<file path="src/rtl/invaders_pkg.sv">
// ============================================================================
// Module   : invaders_pkg
// Brief    : Shared types and default sizes for the invaders game sequencer.
// Revision : 1.0 - initial release
// ============================================================================
`default_nettype none

package invaders_pkg;

  localparam int NUM_ALIENS_DEF     = 15;
  localparam int ALIENS_PER_GRP_DEF = 5;

  typedef enum logic [1:0] {
    ST_ATTRACT = 2'd0,
    ST_PLAY    = 2'd1,
    ST_WIN     = 2'd2,
    ST_LOSE    = 2'd3
  } game_state_e;

  typedef enum logic [2:0] {
    LAYER_BG     = 3'd0,
    LAYER_PLAYER = 3'd1,
    LAYER_MISSLE = 3'd2,
    LAYER_ALIEN  = 3'd3,
    LAYER_WIN    = 3'd4,
    LAYER_LOSE   = 3'd5
  } layer_sel_e;

endpackage

`default_nettype wire

</file>
<file path="src/rtl/invaders_hit_tracker.sv">
// ============================================================================
// Module   : invaders_hit_tracker
// Brief    : Pending-kill capture and frame-boundary commit into the alive
//            mask; optional kill score when INVADERS_SCORE_EN is defined.
// Revision : 1.0 - initial release
// ============================================================================
`default_nettype none

module invaders_hit_tracker
  import invaders_pkg::*;
#(
  parameter int NUM_ALIENS = NUM_ALIENS_DEF,
  parameter int SCORE_W    = 12
) (
  input  logic                  vga_clk_i,
  input  logic                  vga_rst_i,
  input  logic                  rearm_i,
  input  logic                  capture_i,
  input  logic                  commit_i,
  input  logic [NUM_ALIENS-1:0] alien_px_i,
  output logic [NUM_ALIENS-1:0] alive_o,
  output logic                  alive_zero_o,
  output logic                  kill_o,
  output logic [SCORE_W-1:0]    score_o
);

  logic [NUM_ALIENS-1:0] r_alive;
  logic [NUM_ALIENS-1:0] r_pend;
  logic                  r_kill;
  logic [NUM_ALIENS-1:0] w_killed;
  logic [NUM_ALIENS-1:0] w_alive_commit;

  assign w_killed       = r_alive & r_pend;
  assign w_alive_commit = r_alive & ~r_pend;
  assign alive_zero_o   = (w_alive_commit == '0);

  // A hit seen on the commit cycle is carried into the fresh pending mask.
  always_ff @(posedge vga_clk_i or negedge vga_rst_i) begin
    if (!vga_rst_i) begin
      r_alive <= '1;
      r_pend  <= '0;
      r_kill  <= 1'b0;
    end else begin
      r_kill <= 1'b0;
      if (rearm_i) begin
        r_alive <= '1;
        r_pend  <= '0;
      end else if (commit_i) begin
        r_alive <= w_alive_commit;
        r_pend  <= capture_i ? (alien_px_i & w_alive_commit) : '0;
        r_kill  <= |w_killed;
      end else if (capture_i) begin
        r_pend  <= r_pend | (alien_px_i & r_alive);
      end
    end
  end

  assign alive_o = r_alive;
  assign kill_o  = r_kill;

`ifdef INVADERS_SCORE_EN
  localparam int CNT_W = $clog2(NUM_ALIENS + 1);
  localparam int SUM_W = SCORE_W + 1;

  function automatic logic [CNT_W-1:0] f_popcount(input logic [NUM_ALIENS-1:0] v);
    logic [CNT_W-1:0] n;
    n = '0;
    for (int i = 0; i < NUM_ALIENS; i++) begin
      n = n + CNT_W'(v[i]);
    end
    return n;
  endfunction

  logic [SCORE_W-1:0] r_score;
  logic [SUM_W-1:0]   w_sum;

  assign w_sum = {1'b0, r_score} + SUM_W'(f_popcount(w_killed));

  always_ff @(posedge vga_clk_i or negedge vga_rst_i) begin
    if (!vga_rst_i) begin
      r_score <= '0;
    end else if (rearm_i) begin
      r_score <= '0;
    end else if (commit_i) begin
      r_score <= w_sum[SCORE_W] ? '1 : w_sum[SCORE_W-1:0];
    end
  end

  assign score_o = r_score;
`else
  assign score_o = '0;
`endif

endmodule

`default_nettype wire

</file>
<file path="src/rtl/invaders_game_ctrl.sv">
// ============================================================================
// Module   : invaders_game_ctrl
// Brief    : Frame-synchronous ATTRACT/PLAY/WIN/LOSE sequencer and VGA layer
//            select. Optional score counter: INVADERS_SCORE_EN.
// Revision : 1.0 - initial release
// ============================================================================
`default_nettype none

module invaders_game_ctrl
  import invaders_pkg::*;
#(
  parameter int NUM_ALIENS     = NUM_ALIENS_DEF,
  parameter int ALIENS_PER_GRP = ALIENS_PER_GRP_DEF,
  parameter int HOLD_FRAMES    = 180,
  parameter int SCORE_W        = 12
) (
  input  logic                  vga_clk_i,
  input  logic                  vga_rst_i,
  input  logic                  frame_start_i,
  input  logic                  video_on_i,
  input  logic                  start_i,
  input  logic [NUM_ALIENS-1:0] alien_px_i,
  input  logic                  missle_px_i,
  input  logic                  player_px_i,
  input  logic                  landed_i,
  output logic [NUM_ALIENS-1:0] alive_o,
  output logic [1:0]            state_o,
  output logic [2:0]            layer_sel_o,
  output logic [1:0]            alien_grp_o,
  output logic                  kill_o,
  output logic [SCORE_W-1:0]    score_o
);

  localparam int HOLD_W = (HOLD_FRAMES > 1) ? $clog2(HOLD_FRAMES) : 1;

  game_state_e           r_state;
  game_state_e           w_state_next;
  logic                  r_land;
  logic [HOLD_W-1:0]     r_hold;
  logic [NUM_ALIENS-1:0] w_alive;
  logic [NUM_ALIENS-1:0] w_live_px;
  logic                  w_alive_zero;
  logic                  w_in_play;
  logic                  w_rearm;
  logic                  w_commit;
  logic                  w_capture;
  logic                  w_holding;
  logic                  w_hold_done;
  layer_sel_e            w_layer;
  logic [1:0]            w_first_grp;
  logic [1:0]            w_grp;

  assign w_in_play   = (r_state == ST_PLAY);
  assign w_rearm     = (r_state == ST_ATTRACT);
  assign w_holding   = (r_state == ST_WIN) || (r_state == ST_LOSE);
  assign w_commit    = w_in_play && frame_start_i;
  assign w_capture   = w_in_play && video_on_i && missle_px_i;
  assign w_hold_done = w_holding && frame_start_i && (r_hold == HOLD_W'(HOLD_FRAMES - 1));

  invaders_hit_tracker #(
    .NUM_ALIENS (NUM_ALIENS),
    .SCORE_W    (SCORE_W)
  ) u_hit_tracker (
    .vga_clk_i    (vga_clk_i),
    .vga_rst_i    (vga_rst_i),
    .rearm_i      (w_rearm),
    .capture_i    (w_capture),
    .commit_i     (w_commit),
    .alien_px_i   (alien_px_i),
    .alive_o      (w_alive),
    .alive_zero_o (w_alive_zero),
    .kill_o       (kill_o),
    .score_o      (score_o)
  );

  always_ff @(posedge vga_clk_i or negedge vga_rst_i) begin
    if (!vga_rst_i) begin
      r_state <= ST_ATTRACT;
    end else begin
      r_state <= w_state_next;
    end
  end

  // WIN outranks LOSE when the last alien dies in the frame it lands.
  always_comb begin
    w_state_next = r_state;
    case (r_state)
      ST_ATTRACT: if (start_i) w_state_next = ST_PLAY;
      ST_PLAY: begin
        if (w_commit) begin
          if (w_alive_zero)  w_state_next = ST_WIN;
          else if (r_land)   w_state_next = ST_LOSE;
        end
      end
      ST_WIN, ST_LOSE: if (w_hold_done) w_state_next = ST_ATTRACT;
      default: w_state_next = ST_ATTRACT;
    endcase
  end

  // A landing seen on the commit cycle belongs to the following frame.
  always_ff @(posedge vga_clk_i or negedge vga_rst_i) begin
    if (!vga_rst_i) begin
      r_land <= 1'b0;
    end else if (w_rearm) begin
      r_land <= 1'b0;
    end else if (w_commit) begin
      r_land <= landed_i;
    end else if (w_in_play && landed_i) begin
      r_land <= 1'b1;
    end
  end

  always_ff @(posedge vga_clk_i or negedge vga_rst_i) begin
    if (!vga_rst_i) begin
      r_hold <= '0;
    end else if (!w_holding) begin
      r_hold <= '0;
    end else if (frame_start_i) begin
      r_hold <= w_hold_done ? '0 : r_hold + 1'b1;
    end
  end

  assign w_live_px = alien_px_i & w_alive;

  always_comb begin
    w_first_grp = '0;
    for (int i = NUM_ALIENS - 1; i >= 0; i--) begin
      if (w_live_px[i]) w_first_grp = 2'(i / ALIENS_PER_GRP);
    end
  end

  always_comb begin
    w_layer = LAYER_BG;
    w_grp   = '0;
    if (r_state == ST_WIN) begin
      w_layer = LAYER_WIN;
    end else if (r_state == ST_LOSE) begin
      w_layer = LAYER_LOSE;
    end else if (|w_live_px) begin
      w_layer = LAYER_ALIEN;
      w_grp   = w_first_grp;
    end else if (missle_px_i) begin
      w_layer = LAYER_MISSLE;
    end else if (player_px_i) begin
      w_layer = LAYER_PLAYER;
    end
  end

  assign alive_o     = w_alive;
  assign state_o     = r_state;
  assign layer_sel_o = w_layer;
  assign alien_grp_o = w_grp;

endmodule

`default_nettype wire
</file>
<file path="config.mk">
export PLATFORM = sky130hd
export DESIGN_NAME = invaders_game_ctrl
export DESIGN_NICKNAME = d
export VERILOG_FILES = /design/src/rtl/invaders_pkg.sv /design/src/rtl/invaders_hit_tracker.sv /design/src/rtl/invaders_game_ctrl.sv
export SDC_FILE = /design/constraint.sdc
export NUM_CORES = 1
export LEC_CHECK = 0
export CAP_MARGIN = 5
export CORE_ASPECT_RATIO = 0.8
export CORE_MARGIN = 5
export CORE_UTILIZATION = 44
export DETAILED_ROUTE_END_ITERATION = 8
export GPL_TIMING_DRIVEN = 0
export PLACE_DENSITY = 0.76
export SLEW_MARGIN = 15
export SYNTH_ARGS = -nofsm -noshare
export SYNTH_HDL_FRONTEND = slang
export SYNTH_HIERARCHICAL = 1
export SYNTH_SLANG_ARGS = --single-unit
</file>
<file path="constraint.sdc">
create_clock -name vga_clk_i -period 1.65 [get_ports vga_clk_i]
set_input_delay 0.33 -clock vga_clk_i [delete_from_list [all_inputs] [get_ports vga_clk_i]]
set_output_delay 0.33 -clock vga_clk_i [all_outputs]
set_load 0.02 [all_outputs]
</file>
Yosys cells after proc, flatten, opt, wreduce, memory -nomap -nowiden:

Cells that the tools add are included.

* mux-type cells: 43
* reductions and logical operators: 16
* bitwise operators: 6
* $add $sub $neg: 1
* equal/unequal tests: 9

Operators with widths (count)
* $mux W15: 6
* $and A15 B15 Y15: 4
* $mux W2: 25
* $reduce_or A15 Y1: 2
* $mux W8: 3
* $logic_not A15 Y1: 1
* $not A15 Y15: 1
* $or A15 B15 Y15: 1
* $add A8 B1 Y8 const B: 1
* $eq A8 B8 Y1 const B: 1
* $logic_and A1 B1 Y1: 6
* $mux W1: 6
* $mux W3: 2
* $ne A2 B2 Y1 const B: 3
* $pmux W2 S3: 1
* $reduce_bool A3 Y1: 2
* $eq A2 B2 Y1 const B: 2
* $reduce_and A4 Y1: 1
* $ne A3 B2 Y1 const B: 1
* $eq A2 B1 Y1 const B: 1
* $logic_not A2 Y1: 1
* $ne A2 B1 Y1 const B: 1
* $reduce_bool A2 Y1: 1
* $reduce_or A2 Y1: 1
* $logic_or A1 B1 Y1: 1

* input bits: 23
* flip-flop bits (word level): 42
* output and inout port bits: 35

Longest topological paths before layout:

Gate-level depths: netlist of the first run.

* depth after elaboration: 19
* depth in mapped cells: 7

Hierarchy:

The synthesis of the first run kept the hierarchy.

By module, submodules not included
* invaders_hit_tracker: area each 1577.8 um^2, cells an instance 160, instances 1, sequential area each 794.5 um^2
* invaders_game_ctrl: area each 691.9 um^2, cells an instance 79, instances 1, sequential area each 275.3 um^2

Worst setup path after synthesis of the first run:

Ideal clock, no wire load.

* path kind: register to output
* start point: register u_hit_tracker.r_alive[0], in the netlist u_hit_tracker/alive_o[0]
* end point: output port alien_grp_o[1]
* required time: 1.320 ns
* path slack: -0.149 ns
* path buffers: 0
* cell stages (with the launch flop): 4
* arrival: 1.469 ns
* cell sequence: dfstp_2 a222oi_1 nand3_1 nor3b_1

* longest elaborated chain between the ends: 5
* elaborated cells between the ends (all ways): 6

Ends and longest elaborated chain
* from (decl): RTL line invaders_hit_tracker.sv:27 `logic [NUM_ALIENS-1:0] r_alive;`
* from (signal assigned): RTL line invaders_hit_tracker.sv:49 `r_alive <= w_alive_commit;`
* $and A15 B15 Y15 *: RTL line invaders_game_ctrl.sv:123 `assign w_live_px = alien_px_i & w_alive;`
* $reduce_or A15 Y1 or $mux W2 (tied branches): RTL line invaders_game_ctrl.sv:139, invaders_game_ctrl.sv:128
* $mux W2 *: RTL line invaders_game_ctrl.sv:139 `end else if (|w_live_px) begin`
* $mux W2 *: RTL line invaders_game_ctrl.sv:137 `end else if (r_state == ST_LOSE) begin`
* $mux W2 *: RTL line invaders_game_ctrl.sv:135 `if (r_state == ST_WIN) begin`
* to (decl): RTL line invaders_game_ctrl.sv:29 `output logic [1:0] alien_grp_o,`

Every way passes the cells marked *; elsewhere a longest branch is shown, timed or not.

Final worst setup path of the first run:

Same ends and word-level chain as after synthesis.

==> results of run 1 <==
[metrics by stage]
step | cells | instance area [um2] | worst slack (ns) | TNS, ns | power (mW)
2_1_floorplan | 250 | 2330 | -0.00423 | -0.00423 | 3.55
3_3_place_gp | 357 | 2850 | -1.10 | -53.06 | 4.46
3_5_place_dp | 358 | 2870 | -1.10 | -26.15 | 4.51
4_1_cts | 372 | 3000 | -0.407 | -10.49 | 5.11
5_1_grt | 379 | 3110 | -0.537 | -2.06 | 5.61
6_report | 379 | 3110 | -0.405 | -1.52 | 5.28
[kinds of logic after synthesis]
kind of cell	count (synthesis)	synth area share, %
buffers and inverters	38	8.54
multiplexers	12	5.90
adder cells (fa/ha/maj)	1	0.551
AND/OR/NAND/NOR	86	17.5
other	1	0.165
flip-flops	42	47.1
AO/OA/AOI/OAI	54	18.3
XOR/XNOR	5	1.93
[final timing paths]
kind | depth (start not counted) | startpoint | slack (ns) | to
setup / recovery | 4 | u_hit_tracker/alive_o[0] | -0.41 | alien_grp_o[1]
max in group asynchronous | 3 | vga_rst_i | 0.63 | u_hit_tracker/alive_o[13]
hold reg to reg | 1 | r_hold[0] | 0.52 | r_hold[0]
setup reg to reg | 8 | u_hit_tracker/alive_o[0] | -0.02 | state_o[0]
hold / removal | 2 | frame_start_i | 0.42 | r_hold[7]
min in group asynchronous | 2 | vga_rst_i | 0.47 | u_hit_tracker/r_pend[3]
[where the power goes]
group	switching, mW	internal, mW
registers	0.568	1.59
logic	1.31	1.14
clock network	0.370	0.297
[area by class of cell]
type | count | area (um2)
Buffer | 21 | 145
Clock inverter | 3 | 21.3
Fill cell | 434 | 1900
Tap cell | 62 | 77.6
Timing Repair Buffer | 59 | 546
Clock buffer | 5 | 68.8
Multi-Input combinational cell | 170 | 1120
Inverter | 17 | 63.8
Sequential cell | 42 | 1070
[placed cells by master (no fill, tap or decap), types with 3 or more instances in the layout]
| master | Yosys | layout |
|---|---|---|
| a21oi_1 | 8 | 7 |
| buf_4 | 13 | 26 |
| clkdlybuf4s50_1 | 0 | 13 |
| a21o_1 | 15 | 15 |
| mux2_2 | 11 | 10 |
| nand3_1 | 14 | 13 |
| dfstp_2 | 15 | 15 |
| nor2b_1 | 3 | 3 |
| conb_1 | 1 | 12 |
| clkbuf_8 | 0 | 5 |
| dlygate4sd2_1 | 0 | 22 |
| inv_1 | 16 | 15 |
| a41oi_1 | 5 | 4 |
| dfrtp_1 | 27 | 27 |
| a222oi_1 | 5 | 5 |
| nand2_1 | 26 | 24 |
| buf_6 | 0 | 4 |
| xnor2_1 | 3 | 3 |
| a22oi_1 | 11 | 10 |
| dlymetal6s2s_1 | 0 | 4 |
| nor2_1 | 28 | 26 |
[routing by layer]
metal	up-vias	part of all wire (%)	GRT usage (%)
met5	-	0	0
met4	0	0.90	5.62
met3	6	7.3	4.04
met2	78	45	26.1
met1	992	47	25.0
li1	975	-	-
[repair_timing]
| item | in CTS | in global routing |
|---|---|---|
| endpoints found under the hold margin | 8 | 0 |
| gates cloned | 0 | 1 |
| buffers inserted | 5 | 6 |
| hold buffers | 1 | 0 |
| endpoints found under the setup margin | 55 | 38 |
| gates resized for setup | 52 | 24 |
| pin swaps | 9 | 8 |
[flip-flops by register name (all words and copies together) (netlist names)]
name                   flops
r_hold                     8
r_land                     1
state_o                    2
u_hit_tracker/alive_o     15
u_hit_tracker/kill_o       1
u_hit_tracker/r_pend      15
==> impl_results.md, run 1 <==
* Fin crit share at 125%
* Final Core Density at 62.1%
* Vias per cell at around 5.4
* Post-DP HPWL at around 4300 um
* Via Count at 2,051
* Slew Viols, Final at 0
* Post-Route WL at approximately 6000 um
* Hold Path Class: in -> reg
* Routed WL per cell at 15.8 um
* Pwr dens at about 1700 nW/um2
* Post-synth EDFFs at 0
* Top cells by area, synth: dfrtp_1, dfstp_2, mux2_2, a21o_1, nor2_1
* Skew final at about 0.0076 ns
* Share of cells above drive strength 1 at a little over a quarter
* Synth cell count leaders: nor2_1, dfrtp_1, nand2_1
* Leak pwr at between 1 and 1.5 nW
* Fin crit period at between 2 and 2.5 ns
* Max Cap Violations at 0
* Num Clock Sinks at 42
* Fin nets at 340
* Post-synth ARST share at 100%
* Maximum vdd drop at roughly 1.1 mV
* First-pass detailed-route iteration total at 4
* Die Y at ~74 um
* Slew @ Worst Pin at ~0.59 ns
* Grt total ovfl at 0
* Largest net degree at the start of global routing at 28
* I/O pin count at 58
* Slew headroom at 60.8%
* Post-synthesis instance total at roughly 240
* Num CTS Buffers at 5
* GPL Wtd Cong at around 0.82
* N_diodes at 0
* Hold Slack at about 0.42 ns
* Die area at about 6700 um2
* CP required at between 1 and 1.5 ns
* Critical path class: reg -> out
* First-pass GRT wire length at between 9000 and 10,000 um
* PortBufs at 45
* Register bit total from synthesis at 42
* Top-count cell post-synth: nor2_1
* Crit Path Max Fanout at 3
* Die width at 90.3 um
* Clock latency at the later pin of the worst-skew pair at 0.30 ns
* Setup-failing EPs final at 5
* Area Growth Syn to Fin at 37.1%
* Clk slew on worst S/H paths at roughly 0.09 ns
* Status: finished, violations left
* FMAX at ~500 MHz
* CTS root buf: clkbuf_8
* Synth cell types at 39
* CP max stage delay at 0.42 ns
* Clock Tree Buf Depth at 2
* Final WS setup at -0.405 ns
* Area leader, netlist: dfrtp_1
* Cell family with most CP delay: simple AND/OR/NAND/NOR gates
* Most used DFF post-synth: dfrtp_1
* Critical Path Source Type: register
* Vias in the first global route at between 1,500 and 2,000
* Mapped Area at between 2000 and 2500 um2
* CP Capture Type: output pin
* CTS tree: built
* DRC viols at 0
* Crit path cell chain: a222oi_1, nand3_1, nor3b_2, buf_4
* Crit-path slowest cell: a222oi_1
* Synth top area share at about 30%
* Gr usage total at 17.3%
* Failing checks: setup timing
* Initial antenna violation count at 0
* Synth warn at 6
* Antenna-violating nets left at 0
* H-tree lvl count at 2
* Cell row count at 23
* Unrepaired setup endpoints after global routing: true
* Initial core utilization at roughly 45%
* DR iter-0 viols at between 200 and 250
* Final Hold Violating Endpoints at 0
* Buffer and inverter count on the worst path at 1
* Core box area at around 5000 um2
* Avg Synthesized Cell Area at between 9 and 10 um2
* Worst path arrival time at between 1.5 and 2 ns
* Sequential element share of the synthesized area at 47.1%
Note: power is estimated with default switching activity, not from simulation.
==> run 2: changes to the inputs <==
GPL_TIMING_DRIVEN = unset   (was 0)
==> run 2 against run 1 <==
Effect of this change:
- the run still ends with setup timing left
- clock skew fell by 0.0028 ns
- flip-flop and latch count stayed put
- worst hold slack improved by 0.046 ns
- critical path depth rose by 2
- count of clock-buffer cells in the layout is 2 higher
- first-iteration DRC count fell by 12%
- global-route usage grew 1.3 points
- highest routed layer unchanged
- clock power up 2%
- largest cell class unchanged
- routed wire length increased by 8.1%
==> impl_results.md, run 2 (synthesis gave the netlist of run 1 again) <==
* Status: finished, violations left
* Failing checks: setup timing
* Reg2reg start: u_hit_tracker/alive_o[0]
* First-pass detailed-route iteration total at 4
* Post-Layout Cell Count at 398
* DRC viols at 0
* Grt total ovfl at 0
* Max Cap Violations at 0
* Fin crit period at just over 2 ns
* Gr usage total at 18.7%
* Critical Path Source Type: register
* Capturing point of the worst reg2reg path: state_o[0]
* Die area at 6700 um2
* Initial antenna violation count at 0
* Fin Setup TNS at -1.55 ns
* Num Clock Sinks at between 40 and 50
* FMAX at a little under 500 MHz
* Clk slew on worst S/H paths at around 0.08 ns
* Vias per cell at around 5.4
* Cell row count at 23
* Routed WL per cell at about 16 um
* Clock latency at the later pin of the worst-skew pair at 0.30 ns
* Post-Route WL at 6480 um
* Most common cell after layout, fill and taps aside: buf_4
* Worst hold stages at 4
* Die Y at about 74 um
* WHS Endpoint: u_hit_tracker/r_pend[11]
* Maximum vdd drop at ~1.1 mV
* Hold Path Class: in -> reg
* Leak pwr at ~1.5 nW
* Num CTS Buffers at 5
* Met2 GRT Util at between 20% and 30%
* Cells after DPL at 377
* Clock Tree Buf Depth at 2
* Worst-case reg-to-reg path depth at 9
* Post-Place Setup Slack at -0.967 ns
* Pwr dens at 1750 nW/um2
* Fin crit share at 125%
* PortBufs at 45
* CP required at 1.32 ns
* N_diodes at 0
* Grt met3 use at roughly 5.2%
* Area Growth Syn to Fin at 47.4%
* Largest net degree at the start of global routing at 43
* Via Count at between 2,000 and 2,500
* Vias in the first global route at roughly 2,100
* GR met1 Demand/Resource at approximately a quarter
* Crit Path Max Fanout at 2
* Final Core Density at between 60% and 70%
* CP Capture Type: output pin
* Worst path arrival time at about 1.7 ns
* Critical path class: reg -> out
* Fin nets at between 300 and 400
* Register-to-register path setup slack at -0.06 ns
* Setup-failing EPs final at 5
* I/O pin count at between 50 and 60
* Final Hold Violating Endpoints at 0
* GPL Wtd Cong at about 0.84
* Initial core utilization at a little under half
* Skew final at roughly 0.0049 ns
* Final WS setup at -0.415 ns
* HP Start: alien_px_i[11]
* DR iter-0 viols at around 180
* Antenna-violating nets left at 0
* First-pass GRT wire length at around 10,000 um
* Share of cells above drive strength 1 at 35.1%
* Top Usage Layer GRT: met2
* Core box area at ~5000 um2
* Post-DP HPWL at 4340 um
* CTS root buf: clkbuf_8
* H-tree lvl count at 2
* Most frequent cells in the layout: buf_4, dfrtp_1, nand2_1
* Unrepaired setup endpoints after global routing: true
* Die width at 90.3 um
* Slew Viols, Final at 0
* CTS tree: built
[run 2: cell count changes in the layout (fill, tap and decap cells not counted), moves of 2 or more]
cell / delta
buf_4: +20
dlygate4sd2_1: -14
clkdlybuf4s15_1: +8
clkbuf_2: +4
nor2_1: -4
buf_6: +3
nor2_2: +3
a21oi_1: -2
a21oi_2: +2
buf_1: -2
buf_12: +2
clkdlybuf4s50_1: +2
dlymetal6s2s_1: -2
[run 2: metal layers]
metal  share of wire (%)  vias up
li1                    -     1015
met5                   0        -
met1                  46     1034
met4                 1.6        0
met2                  46       78
met3                 6.6       11
[run 2: worst max-delay path, stage by stage, from the launching register on]
cell and delay [ns]:
dfstp_2 0.38, a222oi_1 0.40, buf_4 0.20, nand2_4 0.06
nor2_4 0.12, a41oi_2 0.10, buf_4 0.17
[run 2: repair_timing]
action | 4_1_cts | 5_1_grt
hold endpoints to repair | 3 | 0
gates cloned | 0 | 2
setup endpoints to repair | 29 | 34
buffers inserted | 5 | 5
gates resized for setup | 56 | 43
hold buffers | 1 | 0
pin swaps | 12 | 16
[run 2: how the worst max path moves through the flow]
stage | from | slack (ns) | to | depth (start not counted)
after floorplan | u_hit_tracker/alive_o[5] | -0.004 | layer_sel_o[1] | 4
after global placement | alien_px_i[5] | -0.92 | layer_sel_o[1] | 7
after global routing | u_hit_tracker/alive_o[5] | -0.47 | layer_sel_o[1] | 6
after detailed placement | alien_px_i[5] | -0.97 | layer_sel_o[1] | 7
after CTS | u_hit_tracker/alive_o[5] | -0.44 | layer_sel_o[1] | 6
final | u_hit_tracker/alive_o[5] | -0.41 | layer_sel_o[1] | 6
[run 2: report_power, final]
part | switching (mW) | internal, mW | leakage (nW)
Clock | 0.345 | 0.338 | 0.0482
Combinational | 1.64 | 1.58 | 0.977
Sequential | 0.384 | 1.58 | 0.517
[run 2: final cells by class]
class	count	area, um2
inverter	17	63.8
timing repair buffer	99	896
multi-input combinational	170	1150
clock inverter	1	5.00
tap	62	77.6
fill	415	1660
sequential	42	1070
clock buffer	7	86.3
[run 2: through the flow]
| step | hold slack [ns] | power, mW | cell area [um2] |
|---|---|---|---|
| 5_1_grt | 0.477 | 6.23 | 3340 |
| 6_report | 0.470 | 5.86 | 3340 |
| 3_5_place_dp | 0.321 | 4.97 | 3060 |
| 3_3_place_gp | 0.322 | 4.91 | 3060 |
| 4_1_cts | 0.492 | 5.58 | 3200 |
| 2_1_floorplan | 0.0344 | 3.55 | 2330 |
